--- src/rtl/motor_pkg.sv ---
// Shared types and constants for the motor drive chain: bridge state,
// per-leg drive mode, default PWM timing and the duty magnitude helper.
package motor_pkg;

  localparam int DUTY_W       = 24;
  localparam int CNT_W        = 16;
  localparam int PERIOD_DEF   = 800;
  localparam int DEADTIME_DEF = 8;

  typedef enum logic [1:0] {
    ST_IDLE   = 2'd0,
    ST_FWD    = 2'd1,
    ST_REV    = 2'd2,
    ST_SWITCH = 2'd3
  } bridge_state_t;

  typedef enum logic [1:0] {
    LEG_PWM    = 2'd0,
    LEG_LOW_ON = 2'd1,
    LEG_OFF    = 2'd2,
    LEG_BRAKE  = 2'd3
  } leg_mode_t;

  // |duty| computed one bit wider than the command so that -2^23 cannot
  // overflow, then clamped to the largest usable magnitude.
  function automatic logic [CNT_W-1:0] sat_mag(input logic signed [DUTY_W-1:0] duty,
                                               input logic [CNT_W-1:0]         max_mag);
    logic signed [DUTY_W:0] duty_ext;
    logic [DUTY_W:0]        duty_abs;
    duty_ext = {duty[DUTY_W-1], duty};
    duty_abs = duty_ext[DUTY_W] ? $unsigned(-duty_ext) : $unsigned(duty_ext);
    if (duty_abs > {{(DUTY_W+1-CNT_W){1'b0}}, max_mag})
      sat_mag = max_mag;
    else
      sat_mag = duty_abs[CNT_W-1:0];
  endfunction

endpackage

--- src/rtl/hbridge_leg.sv ---
// One half-bridge leg: decodes the shared PWM counter against the latched
// magnitude and produces registered high/low gate drives with deadtime gaps
// on both edges of the high-side pulse.
module hbridge_leg
  import motor_pkg::*;
#(
  parameter int PERIOD   = PERIOD_DEF,
  parameter int DEADTIME = DEADTIME_DEF
) (
  input  logic             CLK,
  input  logic             reset,
  input  logic [CNT_W-1:0] counter,
  input  logic [CNT_W-1:0] mag,
  input  leg_mode_t        mode,
  output logic             hi,
  output logic             lo
);

  // One extra bit so mag + DEADTIME never wraps near the top of the range.
  localparam logic [CNT_W:0] DT_W   = (CNT_W+1)'(DEADTIME);
  localparam logic [CNT_W:0] LO_END = (CNT_W+1)'(PERIOD - DEADTIME);

  logic [CNT_W:0] cnt_w;
  logic [CNT_W:0] mag_w;
  logic           hi_next;
  logic           lo_next;
  logic           hi_reg;
  logic           lo_reg;

  assign cnt_w = {1'b0, counter};
  assign mag_w = {1'b0, mag};

  // Gate decode for the counter value presented this cycle.
  always_comb begin
    hi_next = 1'b0;
    lo_next = 1'b0;
    case (mode)
      LEG_PWM: begin
        hi_next = (cnt_w >= DT_W) && (cnt_w < mag_w);
        lo_next = (cnt_w >= mag_w + DT_W) && (cnt_w < LO_END);
      end
      LEG_LOW_ON, LEG_BRAKE: lo_next = 1'b1;
      default: ;
    endcase
  end

  // Register the gates so they line up one cycle behind the counter.
  always_ff @(posedge CLK) begin
    if (reset) begin
      hi_reg <= 1'b0;
      lo_reg <= 1'b0;
    end else begin
      hi_reg <= hi_next;
      lo_reg <= lo_next;
    end
  end

  assign hi = hi_reg;
  assign lo = lo_reg;

endmodule

--- src/rtl/pwm_hbridge.sv ---
// Sign-magnitude PWM driver for a full H-bridge. Latches the signed duty
// command at period boundaries, sequences direction changes through a full
// all-off SWITCH period and drives two hbridge_leg instances.
// Optional low-side brake in IDLE: define PWM_HBRIDGE_BRAKE_EN.
module pwm_hbridge
  import motor_pkg::*;
#(
  parameter int PERIOD   = PERIOD_DEF,
  parameter int DEADTIME = DEADTIME_DEF
) (
  input  logic                     CLK,
  input  logic                     reset,
  input  logic signed [DUTY_W-1:0] duty,
  input  logic                     enable,
  output logic                     hi_a,
  output logic                     lo_a,
  output logic                     hi_b,
  output logic                     lo_b,
  output logic                     period_start,
  output logic [1:0]               dir
);

  localparam logic [CNT_W-1:0] LAST_CNT = CNT_W'(PERIOD - 1);
  localparam logic [CNT_W-1:0] MAX_MAG  = CNT_W'(PERIOD - DEADTIME);

  bridge_state_t    state_reg;
  bridge_state_t    state_next;
  bridge_state_t    target;
  logic [CNT_W-1:0] cnt_reg;
  logic [CNT_W-1:0] cnt_next;
  logic [CNT_W-1:0] mag_reg;
  logic [CNT_W-1:0] mag_next;
  logic [CNT_W-1:0] duty_mag;
  logic             hold_off_reg;
  logic             hold_off_next;
  logic             period_start_reg;
  logic             boundary;
  leg_mode_t        leg_mode [2];
  logic [1:0]       leg_hi;
  logic [1:0]       leg_lo;

  assign boundary = (cnt_reg == LAST_CNT);
  assign duty_mag = sat_mag(duty, MAX_MAG);

  // Direction requested by the command currently on the duty input.
  always_comb begin
    if (duty == '0)
      target = ST_IDLE;
    else if (duty[DUTY_W-1])
      target = ST_REV;
    else
      target = ST_FWD;
  end

  // Counter, magnitude latch and the post-disable hold-off flag. The flag
  // keeps the bridge dark until the next boundary after enable or reset, so
  // the first drive pattern always starts from a clean period edge.
  always_comb begin
    cnt_next      = boundary ? '0 : cnt_reg + 1'b1;
    mag_next      = boundary ? duty_mag : mag_reg;
    hold_off_next = hold_off_reg;
    if (!enable)
      hold_off_next = 1'b1;
    else if (boundary)
      hold_off_next = 1'b0;
  end

  // Datapath registers.
  always_ff @(posedge CLK) begin
    if (reset) begin
      cnt_reg          <= '0;
      mag_reg          <= '0;
      hold_off_reg     <= 1'b1;
      period_start_reg <= 1'b0;
    end else begin
      cnt_reg          <= cnt_next;
      mag_reg          <= mag_next;
      hold_off_reg     <= hold_off_next;
      period_start_reg <= (cnt_reg == '0);
    end
  end

  // State register.
  always_ff @(posedge CLK) begin
    if (reset)
      state_reg <= ST_IDLE;
    else
      state_reg <= state_next;
  end

  // Next-state: any change away from an active direction passes through one
  // whole SWITCH period before the newly latched target takes over.
  always_comb begin
    state_next = state_reg;
    if (!enable) begin
      state_next = ST_IDLE;
    end else if (boundary) begin
      case (state_reg)
        ST_IDLE, ST_SWITCH: state_next = target;
        default:            state_next = (target == state_reg) ? state_reg : ST_SWITCH;
      endcase
    end
  end

  // Output decode: per-leg drive mode from state (index 0 = leg A, 1 = leg B).
  always_comb begin
    leg_mode[0] = LEG_OFF;
    leg_mode[1] = LEG_OFF;
    if (enable && !hold_off_reg) begin
      case (state_reg)
        ST_FWD: begin
          leg_mode[0] = LEG_PWM;
          leg_mode[1] = LEG_LOW_ON;
        end
        ST_REV: begin
          leg_mode[0] = LEG_LOW_ON;
          leg_mode[1] = LEG_PWM;
        end
        ST_IDLE: begin
`ifdef PWM_HBRIDGE_BRAKE_EN
          leg_mode[0] = LEG_BRAKE;
          leg_mode[1] = LEG_BRAKE;
`else
          leg_mode[0] = LEG_OFF;
          leg_mode[1] = LEG_OFF;
`endif
        end
        default: ;
      endcase
    end
  end

  generate
    for (genvar gi = 0; gi < 2; gi++) begin : g_leg
      hbridge_leg #(
        .PERIOD   (PERIOD),
        .DEADTIME (DEADTIME)
      ) u_leg (
        .CLK     (CLK),
        .reset   (reset),
        .counter (cnt_reg),
        .mag     (mag_reg),
        .mode    (leg_mode[gi]),
        .hi      (leg_hi[gi]),
        .lo      (leg_lo[gi])
      );
    end
  endgenerate

  assign hi_a         = leg_hi[0];
  assign lo_a         = leg_lo[0];
  assign hi_b         = leg_hi[1];
  assign lo_b         = leg_lo[1];
  assign period_start = period_start_reg;
  assign dir          = state_reg;

endmodule

--- config.mk ---
export PLATFORM = sky130hd
export DESIGN_NAME = pwm_hbridge
export DESIGN_NICKNAME = d
export VERILOG_FILES = /design/src/rtl/motor_pkg.sv /design/src/rtl/hbridge_leg.sv /design/src/rtl/pwm_hbridge.sv
export SDC_FILE = /design/constraint.sdc
export NUM_CORES = 1
export LEC_CHECK = 0
export ABC_AREA = 1
export BUFFER_PORTS_ARGS = -buffer_cell sky130_fd_sc_hd__buf_2
export CAP_MARGIN = 25
export CORE_ASPECT_RATIO = 0.8
export CORE_UTILIZATION = 50
export CTS_CLUSTER_DIAMETER = 60
export DETAILED_ROUTE_END_ITERATION = 8
export PLACE_DENSITY_LB_ADDON = 0.2
export SYNTH_ARGS = -nofsm -noshare
export SYNTH_HDL_FRONTEND = slang
export SYNTH_HIERARCHICAL = 1
export SYNTH_SLANG_ARGS = --single-unit
--- constraint.sdc ---
create_clock -name CLK -period 4.7 [get_ports CLK]
set_clock_uncertainty 0.15 [all_clocks]
set_input_delay 0.705 -clock CLK [delete_from_list [all_inputs] [get_ports CLK]]
set_output_delay 0.705 -clock CLK [all_outputs]
set_load 0.05 [all_outputs]
# Yosys cells after proc, flatten, opt, wreduce, memory -nomap -nowiden
# Index checks and enable logic that the tools add are counted.
[totals]
register_bits = 40
latch_bits = 0
ramBits = 0
romBits = 0
inputBits = 27
output_inout_bits = 7
wordCells = 57
n_memories = 0
[classes]
n_addsub = 3
mul = 0
div_mod_pow = 0
magnitude_cmp = 5
eq_ne = 10
n_shift = 0
mux = 10
n_bitwise = 3
n_reduce_logical = 17
[op_table]
columns = ["op", "n"]
rows = [
  ["$gt 25x10->1 const B", 1],
  ["$mux 25", 1],
  ["$neg 24->25", 1],
  ["$logic_not 24->1", 1],
  ["$add 16x4->17 const B", 1],
  ["$ge 16x17->1", 1],
  ["$add 16x1->16 const B", 1],
  ["$eq 16x10->1 const B", 1],
  ["$ge 16x4->1 const B", 1],
  ["$logic_not 16->1", 1],
  ["$lt 16x10->1 const B", 1],
  ["$lt 16x16->1", 1],
  ["$mux 16", 1],
  ["$reduce_or 2->1", 7],
  ["$eq 2x2->1 const B", 4],
  ["$mux 2", 4],
  ["$pmux 4 s2", 1],
  ["$eq 2x1->1 const B", 3],
  ["$logic_not 2->1", 3],
  ["$mux 4", 1],
  ["$pmux 1 s2", 2],
  ["$logic_and 1x1->1", 3],
  ["$not 1->1", 3],
  ["$eq 2x2->1", 1],
  ["other kinds (3)", 3],
]

# Longest topological paths before layout
# Gate-level depths: netlist of run 1.
[logic_depth]
ltp_word = 6
depth_mapped = 17
ltp_nobuf = 17

# Hierarchy
# Netlist of run 1, hierarchy kept.
[modules_own_cells]
columns = ["module", "n_inst", "cells_per_inst", "area_per_inst_um2", "seq_area_each_um2"]
rows = [
  ["pwm_hbridge", 1, 403, 2484.9, 720.7],
  ["hbridge_leg", 2, 163, 1069.8, 40.0],
]

# Worst setup path before layout of run 1
# No wires, ideal clock.
[synth_timing]
path_type = "register to register"
from = "register mag_reg[3]"
to = "register g_leg[0].u_leg.lo_reg"
setup_time_ns = 0.070
arrival_ns = 2.249
required_time_ns = 4.480
slack_ns = 2.232
stages_incl_launch_ff = 18
synth_period_minus_slack_ns = 2.468
cell_sequence = "dfxtp_1 > ha_1 > nand3_1 > nor4_4 > nand3_1 > xor2_1 > inv_1 > ha_1 > nand2_1 > nor2_1 > nand2_1 > nor2_1 > nand3_1 > nand3_1 > nand2_1 > nand2_1 > nand2_1 > a21oi_1"
[synth_via]
elab_chain_len = 4
[synth_lines]
columns = ["element", "line", "text"]
rows = [
  ["start: declaration", "pwm_hbridge.sv:31", "logic [CNT_W-1:0] mag_reg;"],
  ["start signal: assignment", "pwm_hbridge.sv:77", "mag_reg <= mag_next;"],
  ["$add 16x4->17", "hbridge_leg.sv:40", "lo_next = (cnt_w >= mag_w + DT_W) && (cnt_w < LO_END);"],
  ["$ge 16x17->1", "hbridge_leg.sv:40", ""],
  ["$logic_and 1x1->1", "hbridge_leg.sv:40", ""],
  ["$pmux 1 s2", "hbridge_leg.sv:37", "case (mode)"],
  ["end signal: assignment", "hbridge_leg.sv:54", "lo_reg <= lo_next;"],
  ["end: declaration", "hbridge_leg.sv:28", "logic lo_reg;"],
]
# No other way between the ends.
# A chain may end at the register's enable or synchronous reset.

# Worst setup path after layout of run 1
# Same ends and word-level chain as after synthesis.

==> results.toml, run 1 <==
[yosys]
postSynthAreaPerCell_um2 = 6.344
yosysSeqAreaShare_pct = 17.32
postSynthCellCount = 729
yosys.area.top_type = "ha_1"
ys_types = 37
synth_top_area_share_pct = 17.59
synthesis.nets = 821
yosys_warnings = 6
syn_area_um2 = 4624
ys_ff_latch = 40
ys_top_cells_by_area = "ha_1, dfxtp_1, nand2_1"

[clocking]
clkTransAtPathRegs_ps = 70
cts_post_setup_buffers_inserted = 0
clock_latency_ps = 290
cts_root_buf = "clkbuf_16"
cts-hold-fix-buffers = 0
h-tree-depth = 2
cts_resized = 0
clock_path_buffers = 2
cts_sinks = 40
numCtsBuffers = 5
tritoncts = "built"

[min_path]
hold_path_class = "flop to flop"

[setup_path]
crit_buf_inv = 1
endpoint = "g_leg[0].u_leg/lo"
cp_data_required_time_ps = 4770
critical_path.max_stage_delay_ps = 560
end_kind = "flop"
arrival_ps = 2990
path_cells = "ha_1, nand3_1, nor4_4, nand3_1, xor2_1, inv_1, ha_1, nand2_1, nor2_1, nand2_1, nor2_1, nand3_1, nand3_1, nand2_1, nand2_1, nand2_1, a21oi_1"
cp.depth = 17
rr_endpoint = "g_leg[0].u_leg/lo"
r2r_cells = 17
rrSetupSlack_ps = 1780
crit_top_cell = "nand2_1"
critical_path_class = "flop to flop"
critPathLaunch = "mag_reg[3]"
regToRegStartpoint = "mag_reg[3]"
slowest_stage = "dfxtp_1"
crit_fanout = 9
critPathTopFamily = "simple AND/OR/NAND/NOR gates"
start_kind = "flop"

[detailed_routing]
wl_um = 11880
ant_nets = 0
drt_iter0_markers = 270
drt-pass1-iter-count = 5
route.detailed.drc = 0
via_per_inst = 5.323
detail_route.wl_per_cell_um = 13.54
vias = 4668

[layout]
drive_above_1_share_pct = 10.72
synthToLayoutAreaGrowth_pct = 8.577
antenna_cells = 0
final_common_cell = "nand2_1"
nets = 856
final_cell_mix = "nand2_1, inv_1, nor2_1"

[grt]
grt_pass1_vias = 3984
grt_max_degree = 31
grt_pass1_wl_um = 19410
overflow = 0
grtUsageTotal_pct = 25.67
antenna_found_initial = 0

[power]
p_per_area_nw_per_um2 = 163.2
power.leakage_nw = 2.435
ir_drop_v = 0.0001862

[die]
initial_core_util_pct = 53.10
io_pins = 34
num_rows = 30
die_w_um = 109.5
die_h_um = 88.02
core-area_um2 = 8708
die_area_um2 = 9640

[status]
status = "complete, no violations"

[sta]
slew_headroom_pct = 58.30
hold_slack_ps = 307.3
tns_ps = 0
tightest_slew_ps = 620.8
worst_slack_ps = 1781
drv_slew = 0
rsz0062_at_grt = "no"
setup_violations = 0
fin_crit_sh_pct = 62.11
finalHoldViolCount = 0
finalCriticalPeriod_ps = 2919
fmax_mhz = 342.5

[place]
port_buffers = 33
pre_cts_slack_ps = 1814
dp_hpwl_um = 9531
place.gp.congestion = 0.9566

[flow_run]
drv_cap = 0
[stage by stage]
stage               util, %  power (mW)  cell area (µm²)  cells
floorplan                 -      0.4350             4624    729
global placement      55.98      0.4699             4875    869
detailed placement    55.98      0.4736             4875    869
CTS                   57.66      0.8228             5021    877
global route          57.66      0.8536             5021    877
finish                57.66      0.8195             5021    877
[per-layer routing]
| layer | routed length (µm) | vias up | global-route usage, % |
|---|---|---|---|
| li1 | - | 2416 | - |
| met1 | 6242 | 2123 | 38.79 |
| met2 | 4864 | 118 | 38.88 |
| met3 | 683 | 11 | 3.943 |
| met4 | 83 | 0 | 3.515 |
| met5 | 0 | - | 0 |
[worst min path at each step]
| stage | from | end | slack (ps) | cells past startpoint |
|---|---|---|---|---|
| floorplan | mag_reg[14] | mag_reg[14] | 280 | 2 |
| global placement | mag_reg[14] | mag_reg[14] | 300 | 2 |
| detailed placement | mag_reg[14] | mag_reg[14] | 300 | 2 |
| CTS | mag_reg[14] | mag_reg[14] | 310 | 2 |
| global route | mag_reg[14] | mag_reg[14] | 340 | 2 |
| finish | mag_reg[14] | mag_reg[14] | 310 | 2 |
[cells by family after synthesis]
family	after synthesis	synth area share (%)
AND/OR/NAND/NOR	405	40.58
buffers and inverters	118	10.42
AO/OA/AOI/OAI	71	8.415
adder cells (fa/ha/maj)	65	17.59
flip-flops	40	17.32
XOR/XNOR	30	5.682
[power by group]
group          total [mW]  internal, mW  leakage [nW]  switching [mW]
clock network       0.351         0.198        0.0702           0.153
logic               0.123        0.0416          2.04          0.0815
registers           0.345         0.342         0.323         0.00354
[Yosys cell counts, drive strengths merged]
master and instances:
clkinv 2, dfxtp 40, and2 1, nor3 18
xor2 26, xnor2 4, o21bai 1, ha 65
nor3b 4, clkbuf 3, o21ai 19, nand4 8
nand3 64, buf 1, or2 1, dlygate4sd1 1
and3 1, nor2 115, nand3b 4, nand2 181
o221ai 4, nor4 8, o21a 5, a21oi 42
inv 111
[final cells by class]
| cell class | count | area (µm²) |
|---|---|---|
| Timing Repair Buffer | 33 | 165.2 |
| Clock inverter | 3 | 21.27 |
| Sequential cell | 40 | 800.8 |
| Multi-Input combinational cell | 571 | 3342 |
| Inverter | 113 | 426.7 |
| Tap cell | 112 | 140.1 |
| Clock buffer | 5 | 125.1 |
| Fill cell | 858 | 3687 |
[worst register-to-register path, delay by kind of cell, from the launching register on]
family	cells	cell delay, ps
buf+inv	1	60
xor+xnor	1	170
simple gates	12	1230
fa+ha+maj	2	550
compound gates	1	120
flops	1	560
Power figures use the tool's default switching activity.
==> run 2, diff against run 1 <==
==> constraint.sdc (replaced) <==
create_clock -name CLK -period 2.8 [get_ports CLK]
set_clock_uncertainty 0.15 [all_clocks]
set_input_delay 0.42 -clock CLK [delete_from_list [all_inputs] [get_ports CLK]]
set_output_delay 0.42 -clock CLK [all_outputs]
set_load 0.05 [all_outputs]
==> results.toml, run 2 (synthesized netlist as in run 1, its figures left out) <==
[detailed_routing]
vias = 4751
drt_iter0_markers = 334
detail_route.wl_per_cell_um = 13.85
wl_um = 12380
drt-pass1-iter-count = 5
via_per_inst = 5.314
ant_nets = 0
route.detailed.drc = 0

[sta]
tightest_slew_ps = 606.1
fmax_mhz = 383.1
setup_violations = 0
fin_crit_sh_pct = 93.24
drv_slew = 0
slew_headroom_pct = 59.22
finalCriticalPeriod_ps = 2611
finalHoldViolCount = 0
tns_ps = 0
rsz0062_at_grt = "no"
worst_slack_ps = 189.4

[place]
pre_cts_slack_ps = 112.5
placedCellCount = 883
place.gp.congestion = 0.9523
dp_hpwl_um = 9965
port_buffers = 33

[setup_path]
end_kind = "flop"
r2r_cells = 17
critical_path_class = "flop to flop"
cp_data_required_time_ps = 2870
rr_endpoint = "g_leg[1].u_leg/lo"
arrival_ps = 2680
regToRegStartpoint = "mag_reg[3]"
rrSetupSlack_ps = 190
crit_fanout = 5
start_kind = "flop"

[die]
die_h_um = 88.02
initial_core_util_pct = 53.10
die_w_um = 109.5
core-area_um2 = 8708
die_area_um2 = 9640
io_pins = 34
num_rows = 30

[status]
status = "complete, no violations"

[clocking]
cts_sinks = 40
cts_root_buf = "clkbuf_16"
h-tree-depth = 2
numCtsBuffers = 5
clkTransAtPathRegs_ps = 60
cts-hold-fix-buffers = 0
clock_path_buffers = 2
tritoncts = "built"
clock_latency_ps = 290

[layout]
antenna_cells = 0
synthToLayoutAreaGrowth_pct = 13.47
utilization_pct = 60.26
nets = 873
final_common_cell = "nand2_1"
drive_above_1_share_pct = 13.68
fin_cells = 894
final_cell_mix = "nand2_1, inv_1, nor2_1"

[power]
power.leakage_nw = 2.560
ir_drop_v = 0.0003787
p_per_area_nw_per_um2 = 311.7

[flow_run]
drv_cap = 0

[min_path]
hold_path_class = "input port to flop"
worstHoldStart = "enable"
hold_end = "hold_off_reg"
holdPathStages = 4

[grt]
grt_max_degree = 24
grt_pass1_vias = 4257
grt_pass1_wl_um = 20270
grtUsageTotal_pct = 27.17
overflow = 0
antenna_found_initial = 0
[run 2: per-stage QoR]
stage / instance area [µm²] / power, mW / hold slack [ps]
2_1_floorplan: 4624 / 0.7301 / 282.1
3_3_place_gp: 4980 / 0.7892 / 298.6
3_5_place_dp: 4980 / 0.7961 / 300.3
4_1_cts: 5195 / 1.641 / 280.1
5_1_grt: 5248 / 1.696 / 317.6
6_report: 5248 / 1.636 / 283.6
[run 2: worst max-delay path by stage]
stage,startpoint,end,cells after the start
6_report,mag_reg[3],g_leg[1].u_leg/lo,17
4_1_cts,mag_reg[3],g_leg[1].u_leg/lo,17
3_5_place_dp,mag_reg[3],g_leg[1].u_leg/lo,17
2_1_floorplan,mag_reg[3],g_leg[0].u_leg/lo,17
3_3_place_gp,mag_reg[3],g_leg[1].u_leg/lo,17
5_1_grt,mag_reg[3],g_leg[1].u_leg/lo,17
[run 2: worst max-delay path: stages (launching register included)]
cell	delay, ps
dfxtp_4	370
ha_1	200
nand3_2	150
nor4_4	310
nand3_1	130
xor2_1	150
inv_1	60
ha_1	290
nand2_1	70
nor2_1	100
nand2_1	60
nor2_1	90
nand3_1	80
nand3_1	70
nand2_1	50
nand2_1	50
nand2_1	40
a21oi_1	110
[run 2: layout make-up]
type / instances / area, µm²
fill: 832 / 3461
multi-input combinational: 571 / 3364
sequential: 40 / 808.3
inverter: 113 / 426.7
timing repair buffer: 50 / 292.8
tap: 112 / 140.1
clock buffer: 5 / 125.1
clock inverter: 3 / 90.09
[run 2: per-layer routing]
layer,up-vias,global-route usage (%),routed length (µm)
li1,2456,-,-
met1,2166,39.10,6173
met2,115,43.40,5337
met3,14,4.390,778
met4,0,4.000,87
met5,-,0,0
[run 2: what timing repair did]
action / CTS / global route
endpoints found under the setup margin: 0 / 2
resized for setup: 0 / 10
buffers inserted: 0 / 3
[run 2: where the power goes]
| group | internal, mW | switching [mW] | total, mW |
|---|---|---|---|
| clock network | 0.601 | 0.248 | 0.850 |
| registers | 0.573 | 0.00597 | 0.579 |
| logic | 0.0720 | 0.135 | 0.207 |
==> run 3, diff against run 2 <==
--- a/config.mk
+++ b/config.mk
@@ -10,6 +10,7 @@
 export CAP_MARGIN = 25
 export CORE_ASPECT_RATIO = 0.8
 export CORE_UTILIZATION = 50
+export CTS_BUF_LIST = sky130_fd_sc_hd__clkbuf_4 sky130_fd_sc_hd__clkbuf_8
 export CTS_CLUSTER_DIAMETER = 60
 export DETAILED_ROUTE_END_ITERATION = 8
 export PLACE_DENSITY_LB_ADDON = 0.2
==> results.toml, run 3 (synthesized netlist as in run 1, its figures left out) <==
[power]
comb_power_share_pct = 14.1
swShare_pct = 25.65
p_seq_share_pct = 39.4
switchingPower_mw = 0.3762
p_per_area_nw_per_um2 = 282.5
clockPowerShare_pct = 46.4
ir_drop_v = 0.0002233
p_int_mw = 1.091
power.leakage_nw = 2.534
total_power_mw = 1.467

[grt]
grt_max_degree = 24
overflow = 0
antenna_found_initial = 0
grtUsageTotal_pct = 27.33
grt_pass1_wl_um = 20330
grt_pass1_vias = 4245

[layout]
drive_above_1_share_pct = 13.68
synthToLayoutAreaGrowth_pct = 12.26
final_cell_mix = "nand2_1, inv_1, nor2_1"
nets = 873
antenna_cells = 0
final_common_cell = "nand2_1"
fillers = 833

[die]
num_rows = 30
initial_core_util_pct = 53.10
die_h_um = 88.02
die_area_um2 = 9640
io_pins = 34
die_w_um = 109.5
core-area_um2 = 8708

[clocking]
cts_root_buf = "clkbuf_8"
clock_latency_ps = 310
clock_path_buffers = 2
cts-hold-fix-buffers = 0
tritoncts = "built"
numCtsBuffers = 5
clkTransAtPathRegs_ps = 80
cts_sinks = 40
h-tree-depth = 2

[setup_path]
critPathTopFamily = "simple AND/OR/NAND/NOR gates"
crit_top_cell = "nand2_1"
cp_data_required_time_ps = 2890
arrival_ps = 2720
critical_path.max_stage_delay_ps = 380
path_cells = "ha_1, nand3_2, nor4_4, nand3_1, xor2_1, inv_1, ha_1, nand2_1, nor2_1, nand2_1, nor2_1, nand3_1, nand3_1, nand2_1, nand2_1, nand2_1, a21oi_1"
start_kind = "flop"
rrSetupSlack_ps = 180
end_kind = "flop"
critical_path_class = "flop to flop"
slowest_stage = "dfxtp_4"
crit_fanout = 5
crit_buf_inv = 1

[detailed_routing]
route.detailed.drc = 0
ant_nets = 0
via_per_inst = 5.293
detail_route.wl_per_cell_um = 13.81
drt_iter0_markers = 341
vias = 4732
wl_um = 12350
drt-pass1-iter-count = 5

[status]
status = "complete, no violations"

[sta]
tns_ps = 0
rsz0062_at_grt = "no"
fin_crit_sh_pct = 93.62
slew_headroom_pct = 59.52
finalCriticalPeriod_ps = 2621
drv_slew = 0
setup_violations = 0
tightest_slew_ps = 601.7
fmax_mhz = 381.5
worst_slack_ps = 178.7
finalHoldViolCount = 0

[min_path]
hold_path_class = "input port to flop"

[flow_run]
drv_cap = 0

[place]
place.gp.congestion = 0.9523
port_buffers = 33
dp_hpwl_um = 9965
pre_cts_slack_ps = 112.5
run 3: cell counts in the layout (fill, tap and decap cells not counted):
Identical to the previous run, type by type.
run 3: timing repair:
action	in CTS	in global routing
endpoints found under the setup margin	0	2
setup buffers	0	3
resized for setup	0	10
run 3: worst reg2reg max path, stage by stage (launching register included):
cell     delay (ps)
dfxtp_4         380
ha_1            210
nand3_2         150
nor4_4          310
nand3_1         140
xor2_1          150
inv_1            60
ha_1            290
nand2_1          60
nor2_1          110
nand2_1          60
nor2_1           80
nand3_1          80
nand3_1          70
nand2_1          50
nand2_1          50
nand2_1          40
a21oi_1         110
run 3: power by group through the flow:
stage	Sequential [mW]	Combinational (mW)	Clock [mW]
6_report	0.578	0.207	0.681
3_5_place_dp	0.593	0.203	0
2_1_floorplan	0.596	0.134	0
3_3_place_gp	0.592	0.197	0
4_1_cts	0.580	0.204	0.687
5_1_grt	0.580	0.234	0.712
run 3: layer usage:
| layer | vias to the layer above | routed length (µm) | GRT usage (%) |
|---|---|---|---|
| met3 | 9 | 877 | 4.241 |
| met5 | - | 0 | 0 |
| met2 | 130 | 5355 | 43.22 |
| li1 | 2453 | - | - |
| met1 | 2140 | 6019 | 39.37 |
| met4 | 0 | 97 | 5.091 |
run 3: stage by stage:
stage	cell area, µm²	cells	hold WS [ps]	utilization, %
after floorplan	4624	729	282.1	-
after global placement	4980	883	298.6	57.18
after detailed placement	4980	883	300.3	57.18
after CTS	5139	891	253.3	59.01
after global routing	5191	894	290.7	59.61
final	5191	894	260.3	59.61
run 3: cell type report:
class                      instances  area [µm²]  area share (%)
sequential                        40       808.3           15.57
inverter                         113       426.7           8.219
clock buffer                       5       68.82           1.326
timing repair buffer              50       292.8           5.640
clock inverter                     3       90.09           1.735
multi-input combinational        571        3364           64.81
tap                              112       140.1           2.699
run 3: final timing paths:
kind	from	to	cells past startpoint
worst max-delay path	mag_reg[3]	g_leg[1].u_leg/lo	17
worst min-delay path	enable	hold_off_reg	4
worst max register to register	mag_reg[3]	g_leg[1].u_leg/lo	17
worst min register to register	mag_reg[14]	mag_reg[14]	2
